==> src/rtl/imm_ext_pkg.sv <==
// Shared definitions for the immediate-extension pipeline: mode encoding
// and the parameter legality rule used by the top level at elaboration.
package imm_ext_pkg;

    localparam int unsigned MODE_W = 3;

    localparam logic [MODE_W-1:0] MODE_SEXT      = 3'd0;
    localparam logic [MODE_W-1:0] MODE_ZEXT      = 3'd1;
    localparam logic [MODE_W-1:0] MODE_LUI       = 3'd2;
    localparam logic [MODE_W-1:0] MODE_SEXT_SHL2 = 3'd3;
    localparam logic [MODE_W-1:0] MODE_SEXT8     = 3'd4;
    localparam logic [MODE_W-1:0] MODE_ZEXT8     = 3'd5;

    // Byte modes need at least 8 input bits; SEXT_SHL2 needs two spare output bits.
    function automatic bit params_ok(input int in_w, input int out_w);
        return (in_w >= 8) && (out_w >= in_w + 2);
    endfunction

endpackage

==> src/rtl/imm_ext_core.sv <==
// Combinational immediate-extension mode mux.
// Latency: 0 cycles (pure combinational).
// Backpressure: none; the caller registers and flow-controls the result.
module imm_ext_core
    import imm_ext_pkg::*;
#(
    parameter int IN_W  = 16,
    parameter int OUT_W = 32
) (
    input  logic [IN_W-1:0]   imm,
    input  logic [MODE_W-1:0] mode,
    output logic [OUT_W-1:0]  data,
    output logic              err
);

    logic [OUT_W-1:0] sext;

    assign sext = {{(OUT_W-IN_W){imm[IN_W-1]}}, imm};

    always_comb begin
        data = '0;
        err  = 1'b0;
        case (mode)
            MODE_SEXT:      data = sext;
            MODE_ZEXT:      data = {{(OUT_W-IN_W){1'b0}}, imm};
            MODE_LUI:       data = {imm, {(OUT_W-IN_W){1'b0}}};
            MODE_SEXT_SHL2: data = sext << 2;
            MODE_SEXT8:     data = {{(OUT_W-8){imm[7]}}, imm[7:0]};
            MODE_ZEXT8:     data = {{(OUT_W-8){1'b0}}, imm[7:0]};
            default:        err  = 1'b1;
        endcase
    end

endmodule

==> src/rtl/imm_extend_pipe.sv <==
// Registered immediate extender with valid/ready handshake and a skid register.
// Latency: 1 cycle from accept to out_valid; 1 beat/cycle throughput.
// Backpressure: skid absorbs one beat when out_ready drops; in_ready is a pure flop output.
module imm_extend_pipe
    import imm_ext_pkg::*;
#(
    parameter int IN_W  = 16,
    parameter int OUT_W = 32
) (
    input  logic              clk,
    input  logic              rst,
    input  logic              in_valid,
    output logic              in_ready,
    input  logic [IN_W-1:0]   in_imm,
    input  logic [MODE_W-1:0] in_mode,
    output logic              out_valid,
    input  logic              out_ready,
    output logic [OUT_W-1:0]  out_data,
    output logic              out_err
);

    if (!params_ok(IN_W, OUT_W)) begin : g_bad_params
        $error("imm_extend_pipe: requires IN_W >= 8 and OUT_W >= IN_W+2");
    end

    logic [OUT_W-1:0] ext_data;
    logic             ext_err;
    logic             skid_valid;
    logic [OUT_W-1:0] skid_data;
    logic             skid_err;
    logic             accept;
    logic             out_free;

    imm_ext_core #(
        .IN_W  (IN_W),
        .OUT_W (OUT_W)
    ) u_core (
        .imm  (in_imm),
        .mode (in_mode),
        .data (ext_data),
        .err  (ext_err)
    );

    // Keeps out_ready off the in_ready path: a full skid alone closes the input.
    assign in_ready = ~skid_valid;
    assign accept   = in_valid & in_ready;
    assign out_free = ~out_valid | out_ready;

    always_ff @(posedge clk) begin
        if (rst) begin
            out_valid  <= 1'b0;
            out_data   <= '0;
            out_err    <= 1'b0;
            skid_valid <= 1'b0;
            skid_data  <= '0;
            skid_err   <= 1'b0;
        end else if (out_free) begin
            if (skid_valid) begin
                out_valid  <= 1'b1;
                out_data   <= skid_data;
                out_err    <= skid_err;
                skid_valid <= 1'b0;
            end else if (accept) begin
                out_valid <= 1'b1;
                out_data  <= ext_data;
                out_err   <= ext_err;
            end else begin
                out_valid <= 1'b0;
            end
        end else if (accept) begin
            skid_valid <= 1'b1;
            skid_data  <= ext_data;
            skid_err   <= ext_err;
        end
    end

endmodule

==> config.mk <==
export PLATFORM = sky130hd
export DESIGN_NAME = imm_extend_pipe
export DESIGN_NICKNAME = d
export VERILOG_FILES = /design/src/rtl/imm_ext_pkg.sv /design/src/rtl/imm_ext_core.sv /design/src/rtl/imm_extend_pipe.sv
export SDC_FILE = /design/constraint.sdc
export NUM_CORES = 1
export LEC_CHECK = 0
export ABC_CLOCK_PERIOD_IN_PS = 1800
export BUFFER_PORTS_ARGS = -buffer_cell sky130_fd_sc_hd__buf_2
export CORE_AREA = 2 2 61 120
export CTS_CLUSTER_DIAMETER = 200
export CTS_CLUSTER_SIZE = 12
export DETAILED_ROUTE_END_ITERATION = 12
export DIE_AREA = 0 0 63 122
export GPL_TIMING_DRIVEN = 0
export HOLD_SLACK_MARGIN = 0.06
export MAX_ROUTING_LAYER = met4
export PLACE_DENSITY_LB_ADDON = 0.15
export SYNTH_ARGS = -nofsm -noshare
export SYNTH_HDL_FRONTEND = slang
export SYNTH_HIERARCHICAL = 1
export SYNTH_SLANG_ARGS = --single-unit
==> constraint.sdc <==
create_clock -name clk -period 1.8 [get_ports clk]
set_clock_uncertainty 0.1 [all_clocks]
set_input_delay 0.09 -clock clk [delete_from_list [all_inputs] [get_ports clk]]
set_output_delay 0.09 -clock clk [all_outputs]
set_load 0.05 [all_outputs]
==> results.txt, run 1 <==
largest area contributor in the netlist: dfxtp_1
Worst Setup End Kind: flip-flop
Synth Net Count: 417
most common cell in the netlist: nand2_1
Routed WL: 9280 um
IO Pins: 58
Num CTS Buffers: 9
Starting Density: 52.9%
fill count: 619
Seq cells post-synth: 68
DRT antenna net count: 0
layout cell share with drive strength beyond 1: 29.3%
startpoint types: primary input
hold path start: in_imm[0]
crit share post-route: 92.4%
critical path type: primary input to flip-flop
Post-Synthesis Cells: 394
TritonRoute pass-1 iters: 4
area share of the largest cell type after synthesis: 37.6%
total gr overflow: 0
reg2reg start: out_valid
status: completed
Max clock buf depth: 2
Synth cell types: 33
Post-Synthesis Cell Area: 3620 sq um
core area: 6830 sq um
Sink Count: 68
R2R Setup Slk: 0.20 ns
type of the worst min-delay path: primary input to flip-flop
Clock Latency Late Sink: 0.33 ns
Initial DRC Count: 190
drt wl/cell: 16.7 um
DIE AREA: 7690 sq um
Slew @ Worst Pin: 0.807 ns
Seq/Total Area, Yosys: 37.6%
WHS Path Cells: 5
most frequent cells after synthesis: 72 x nand2_1, 68 x dfxtp_1, 67 x a21oi_1
DRC: 0
RSZ-0062 raised after global routing: no
Syn Area/Cell: 9.18 sq um
maxcap violations: 0
total track usage: 26.2%
Root Driver: clkbuf_16
CTS H-tree depth: 3
Power, Total: 4.36 mW
Layout Nets: 485
Final Hold Viols: 0
Crit Path Max Fanout: 10
final setup fails: 0
Final Max Slew Viols: 0
via density per instance: 5.65
vias: 3148
largest net degree at the start of global routing: 13
LEAKAGE: 1.62 nW
HPWL Detailed: 7140 um
port buffer count: 56
asr flop ratio synth: 0%
Final Wtd Congestion: 0.920
Post-synth EDFFs: 0
CTS resizes: 0
Worst EP required: 1.95 ns
setup TNS: 0 ns
WP data arrival: 1.81 ns
R2R cell count: 5
die height: 122 um
Diodes inserted: 0
Endpoint, Worst Hold: skid_data[2]
worst vdd ir: 0.701 mV
Post-synth top flop: dfxtp_1
vias in the first global route: 3063
initial antenna violation count: 0
YS warnings: 6
P per Cell Area: 1000 nW/um^2
synth top area cells: dfxtp_1 38%, a211oi_2 10%, mux2i_1 9.4%
Clock Pin Slew Worst Setup and Hold Paths: 0.06 ns
Rows: 43
global-route wire length before repair: 14800 um
reg2reg end: out_data[2]
P&R area growth vs syn: 20.4%
Max Freq: 601 MHz
CTS tree: done
Slew Limit Headroom: 46.2%
min Tclk post-route: 1.66 ns
Die W: 63 um
==> worst max-delay path by stage <==
| stage | from | end | slack, ns | cells after the start |
|---|---|---|---|---|
| 5_1_grt | in_valid | out_data[29] | 0.05 | 7 |
| 6_report | in_valid | out_data[13] | 0.14 | 7 |
| 3_3_place_gp | in_mode[0] | out_data[16] | 0.04 | 7 |
| 2_1_floorplan | out_valid | out_data[0] | 0.17 | 6 |
| 4_1_cts | in_valid | out_data[13] | 0.12 | 7 |
| 3_5_place_dp | in_mode[0] | out_data[16] | 0.05 | 7 |
==> cell usage in the layout (no fill, tap or decap), types with 2 or more instances in the layout <==
cell and instances:
a211o_1 7, a211oi_1 3, a211oi_2 30, a21oi_1 67
and4b_1 7, buf_2 72, buf_4 8, buf_6 7
bufinv_16 2, clkbuf_1 16, clkbuf_16 9, clkbuf_8 2
clkinvlp_4 2, dfxtp_1 68, mux2i_1 34, nand2_1 72
nand2b_1 3, nand4bb_1 16, nor2b_1 3, o211ai_1 15
o2bb2ai_1 6
==> routing by layer <==
layer,part of all wire (%),vias up,track usage [%]
met4,4.9,0,16.8
met5,0,-,-
met3,3.2,25,4.62
met2,52,85,45.7
li1,-,1577,-
met1,40,1461,26.7
==> stage by stage <==
step | std cells | setup WS [ns] | area (sq um) | utilization (%) | hold slack (ns)
final | 557 | 0.137 | 4360 | 63.8 | 0.0696
after global routing | 557 | 0.0512 | 4360 | 63.8 | 0.102
after CTS | 557 | 0.115 | 4360 | 63.8 | 0.0745
after detailed placement | 540 | 0.0510 | 4010 | 58.7 | 0.303
after global placement | 540 | 0.0386 | 4010 | 58.7 | 0.289
after floorplan | 394 | 0.166 | 3620 | - | 0.150
==> power by group <==
group          switching (mW)  internal [mW]  leakage [nW]
clock network           0.631           1.29         0.158
logic                   0.566          0.263         0.903
registers              0.0348           1.58         0.556
total                    1.23           3.13          1.62
==> timing repair <==
action	in CTS	in global routing
hold buffers	1	0
setup buffers	0	0
endpoints found under the hold margin	2	0
setup endpoints to repair	0	0
==> cells by family (layout without fill, tap and decap cells) <==
| logic type | Yosys count | after routing | synth area share, % |
|---|---|---|---|
| AOI/OAI and AO/OA | 130 | 130 | 26.9 |
| xor gates and xnor gates | 1 | 1 | 0.450 |
| buffers and inverters | 50 | 123 | 8.02 |
| DFF | 68 | 68 | 37.6 |
| muxes | 34 | 34 | 9.41 |
| and+or+nand+nor | 111 | 111 | 17.6 |
==> worst max-delay path: stages <==
cell           delay [ns]
dlygate4sd3_1        0.52
buf_2                0.13
or2_1                0.12
buf_6                0.13
clkbuf_1             0.43
a21oi_1              0.17
a211oi_2             0.22
==> flip-flops by register name, summed over array words and instances, names as in the netlist <==
register,count
out_data,32
skid_data,32
out_err,1
out_valid,1
skid_err,1
skid_valid,1
==> cell type report <==
cell class	count	area (sq um)	area share (%)
Timing Repair Buffer	57	290	6.66
Multi-Input combinational cell	276	1970	45.1
Sequential cell	68	1360	31.2
Clock buffer	11	253	5.80
Inverter	2	7.51	0.172
Clock inverter	5	83.8	1.92
Tap cell	90	113	2.58
Buffer	48	283	6.49
Power figures use the tool's default switching activity.
==> run 2: changes to the inputs <==
ABC_CLOCK_PERIOD_IN_PS = not set   (was 1800)
CORE_AREA = 2 2 71 140   (was 2 2 61 120)
CTS_BUF_LIST = sky130_fd_sc_hd__clkbuf_8   (was not set)
DIE_AREA = 0 0 73 142   (was 0 0 63 122)
==> run 2 against run 1 <==
Effect of this change:
- design area fell by 1.3%
- combinational power grew 2.8%
- critical path type unchanged
- highest routed layer unchanged
- largest power group is now registers
- clock power decreased by 39%
- first-iteration DRC count is 32% lower
==> results.txt, run 2 (same netlist as run 1, synthesis figures left out) <==
Num CTS Buffers: 9 (unchanged)
WP data arrival: 1.82 ns (about the same)
Final Max Slew Viols: 0 (unchanged)
critical path type: primary input to flip-flop
Initial DRC Count: 130 (-32%)
Worst Setup End Kind: flip-flop
Crit Path Max Fanout: 16 (+6)
Max clock buf depth: 2 (unchanged)
RSZ-0062 raised after global routing: no
P&R area growth vs syn: 18.9%
vias: 3167 (+0.60%)
drt wl/cell: 17.1 um (+2.8%)
Diodes inserted: 0 (unchanged)
fill count: 943 (+52%)
Slew Limit Headroom: 48.4% (+2.2 points)
Slew @ Worst Pin: 0.774 ns (-0.0330 ns)
largest net degree at the start of global routing: 11 (-2)
LEAKAGE: 1.61 nW (-0.54%)
Die W: 73 um (+16%)
final instance area: 4300 sq um (-1.3%)
final setup fails: 0 (unchanged)
status: completed
most frequent cells in the layout: 72 x buf_2, 72 x nand2_1, 68 x dfxtp_1
pre-CTS setup slack: 0.0226 ns (-0.0284 ns)
Final Hold Viols: 0 (unchanged)
startpoint types: primary input
port buffer count: 56 (unchanged)
IO Pins: 58 (unchanged)
Layout Nets: 493 (+1.6%)
Clock Pin Slew Worst Setup and Hold Paths: 0.07 ns (about the same)
Rows: 50 (+16%)
maxcap violations: 0 (unchanged)
Worst EP required: 1.96 ns (about the same)
min Tclk post-route: 1.65 ns (-0.00847 ns)
P per Cell Area: 846 nW/um^2 (-16%)
R2R cell count: 5 (unchanged)
Clock Latency Late Sink: 0.35 ns (+0.02 ns)
layout cell share with drive strength beyond 1: 27.8% (-1.5 points)
Endpoint, Worst Hold: skid_data[8]
Sink Count: 68 (unchanged)
fin worst setup slack: 0.146 ns (+0.00847 ns)
R2R Setup Slk: 0.22 ns (+0.02 ns)
Routed WL: 9910 um (+6.9%)
vias in the first global route: 3249 (+6.1%)
HPWL Detailed: 7590 um (+6.4%)
CTS H-tree depth: 3 (unchanged)
total track usage: 21.0% (-5.2 points)
worst vdd ir: 0.627 mV (-11%)
DRC: 0 (unchanged)
core area: 9320 sq um (+36%)
via density per instance: 5.47 (-3.2%)
WHS Path Cells: 4 (-1)
Max Freq: 604 MHz (+0.51%)
type of the worst min-delay path: primary input to flip-flop
die height: 142 um (+16%)
hold path start: in_imm[8]
setup TNS: 0 ns (unchanged)
CTS resizes: 0 (unchanged)
TritonRoute pass-1 iters: 4 (unchanged)
Power, Total: 3.64 mW (-17%)
DIE AREA: 10400 sq um (+35%)
placed cell areas: 4030 sq um (+0.44%)
Largest regs: out_data (32), skid_data (32)
DRT antenna net count: 0 (unchanged)
Root Driver: clkbuf_8
reg2reg end: out_data[4]
crit share post-route: 91.9% (-0.47 points)
Final Wtd Congestion: 0.818 (-11%)
CTS tree: done
global-route wire length before repair: 16300 um (+9.8%)
Starting Density: 38.8% (-14 points)
total gr overflow: 0 (unchanged)
reg2reg start: out_valid
initial antenna violation count: 0 (unchanged)
-- run 2: cell types whose count changed in the layout (fill, tap and decap cells not counted), sizes merged --
cell / before / now
bufinv: 2 / 1
inv: 2 / 7
clkinvlp: 2 / 0
clkbuf: 27 / 24
dlygate4sd3: 1 / 10
-- run 2: layout make-up --
class                      count  area, sq um  share of cell area (%)
multi-input combinational    276         1970                    45.7
sequential                    68         1360                    31.6
timing repair buffer          66          380                    8.84
buffer                        47          279                    6.49
tap                          104          130                    3.03
clock buffer                   9          124                    2.88
clock inverter                 7         53.8                    1.25
inverter                       2         7.51                   0.175
-- run 2: repair_timing --
item,CTS,global route
hold buffers,10,0
endpoints found under the setup margin,0,1
buffers inserted,0,0
hold endpoints to repair,8,0
-- run 2: worst max-delay path by stage --
stage               start           end  slack (ns)  cells past startpoint
4_1_cts          in_valid   out_data[4]        0.08                      7
3_3_place_gp   in_mode[0]  out_data[16]        0.09                      7
2_1_floorplan   out_valid   out_data[0]        0.17                      6
3_5_place_dp   in_mode[0]  out_data[16]        0.02                      7
5_1_grt          in_valid  out_data[22]        0.04                      7
6_report         in_valid  out_data[10]        0.15                      7
-- run 2: metrics by stage --
stage | util, % | cells | hold WS (ns)
after floorplan | - | 394 | 0.150
after global placement | 43.2 | 554 | 0.306
after detailed placement | 43.2 | 554 | 0.322
after CTS | 46.2 | 580 | 0.100
after global routing | 46.1 | 579 | 0.137
final | 46.1 | 579 | 0.102
-- run 2: critical path: stages --
cell	delay (ns)
dlygate4sd3_1	0.52
buf_2	0.13
or2_1	0.12
buf_6	0.19
clkbuf_1	0.40
a21oi_1	0.15
a211oi_2	0.22
-- run 2: metal layers --
layer / vias to the layer above / part of all wire (%) / GRT usage (%)
met3: 20 / 2.5 / 2.90
li1: 1586 / - / -
met4: 0 / 2.5 / 9.16
met2: 60 / 58 / 39.0
met1: 1501 / 37 / 20.9
met5: - / 0 / -
-- run 2: power by group --
group          internal, mW  total, mW  switching (mW)
clock network         0.613       1.17           0.561
registers              1.58       1.61          0.0357
logic                 0.277      0.852           0.574
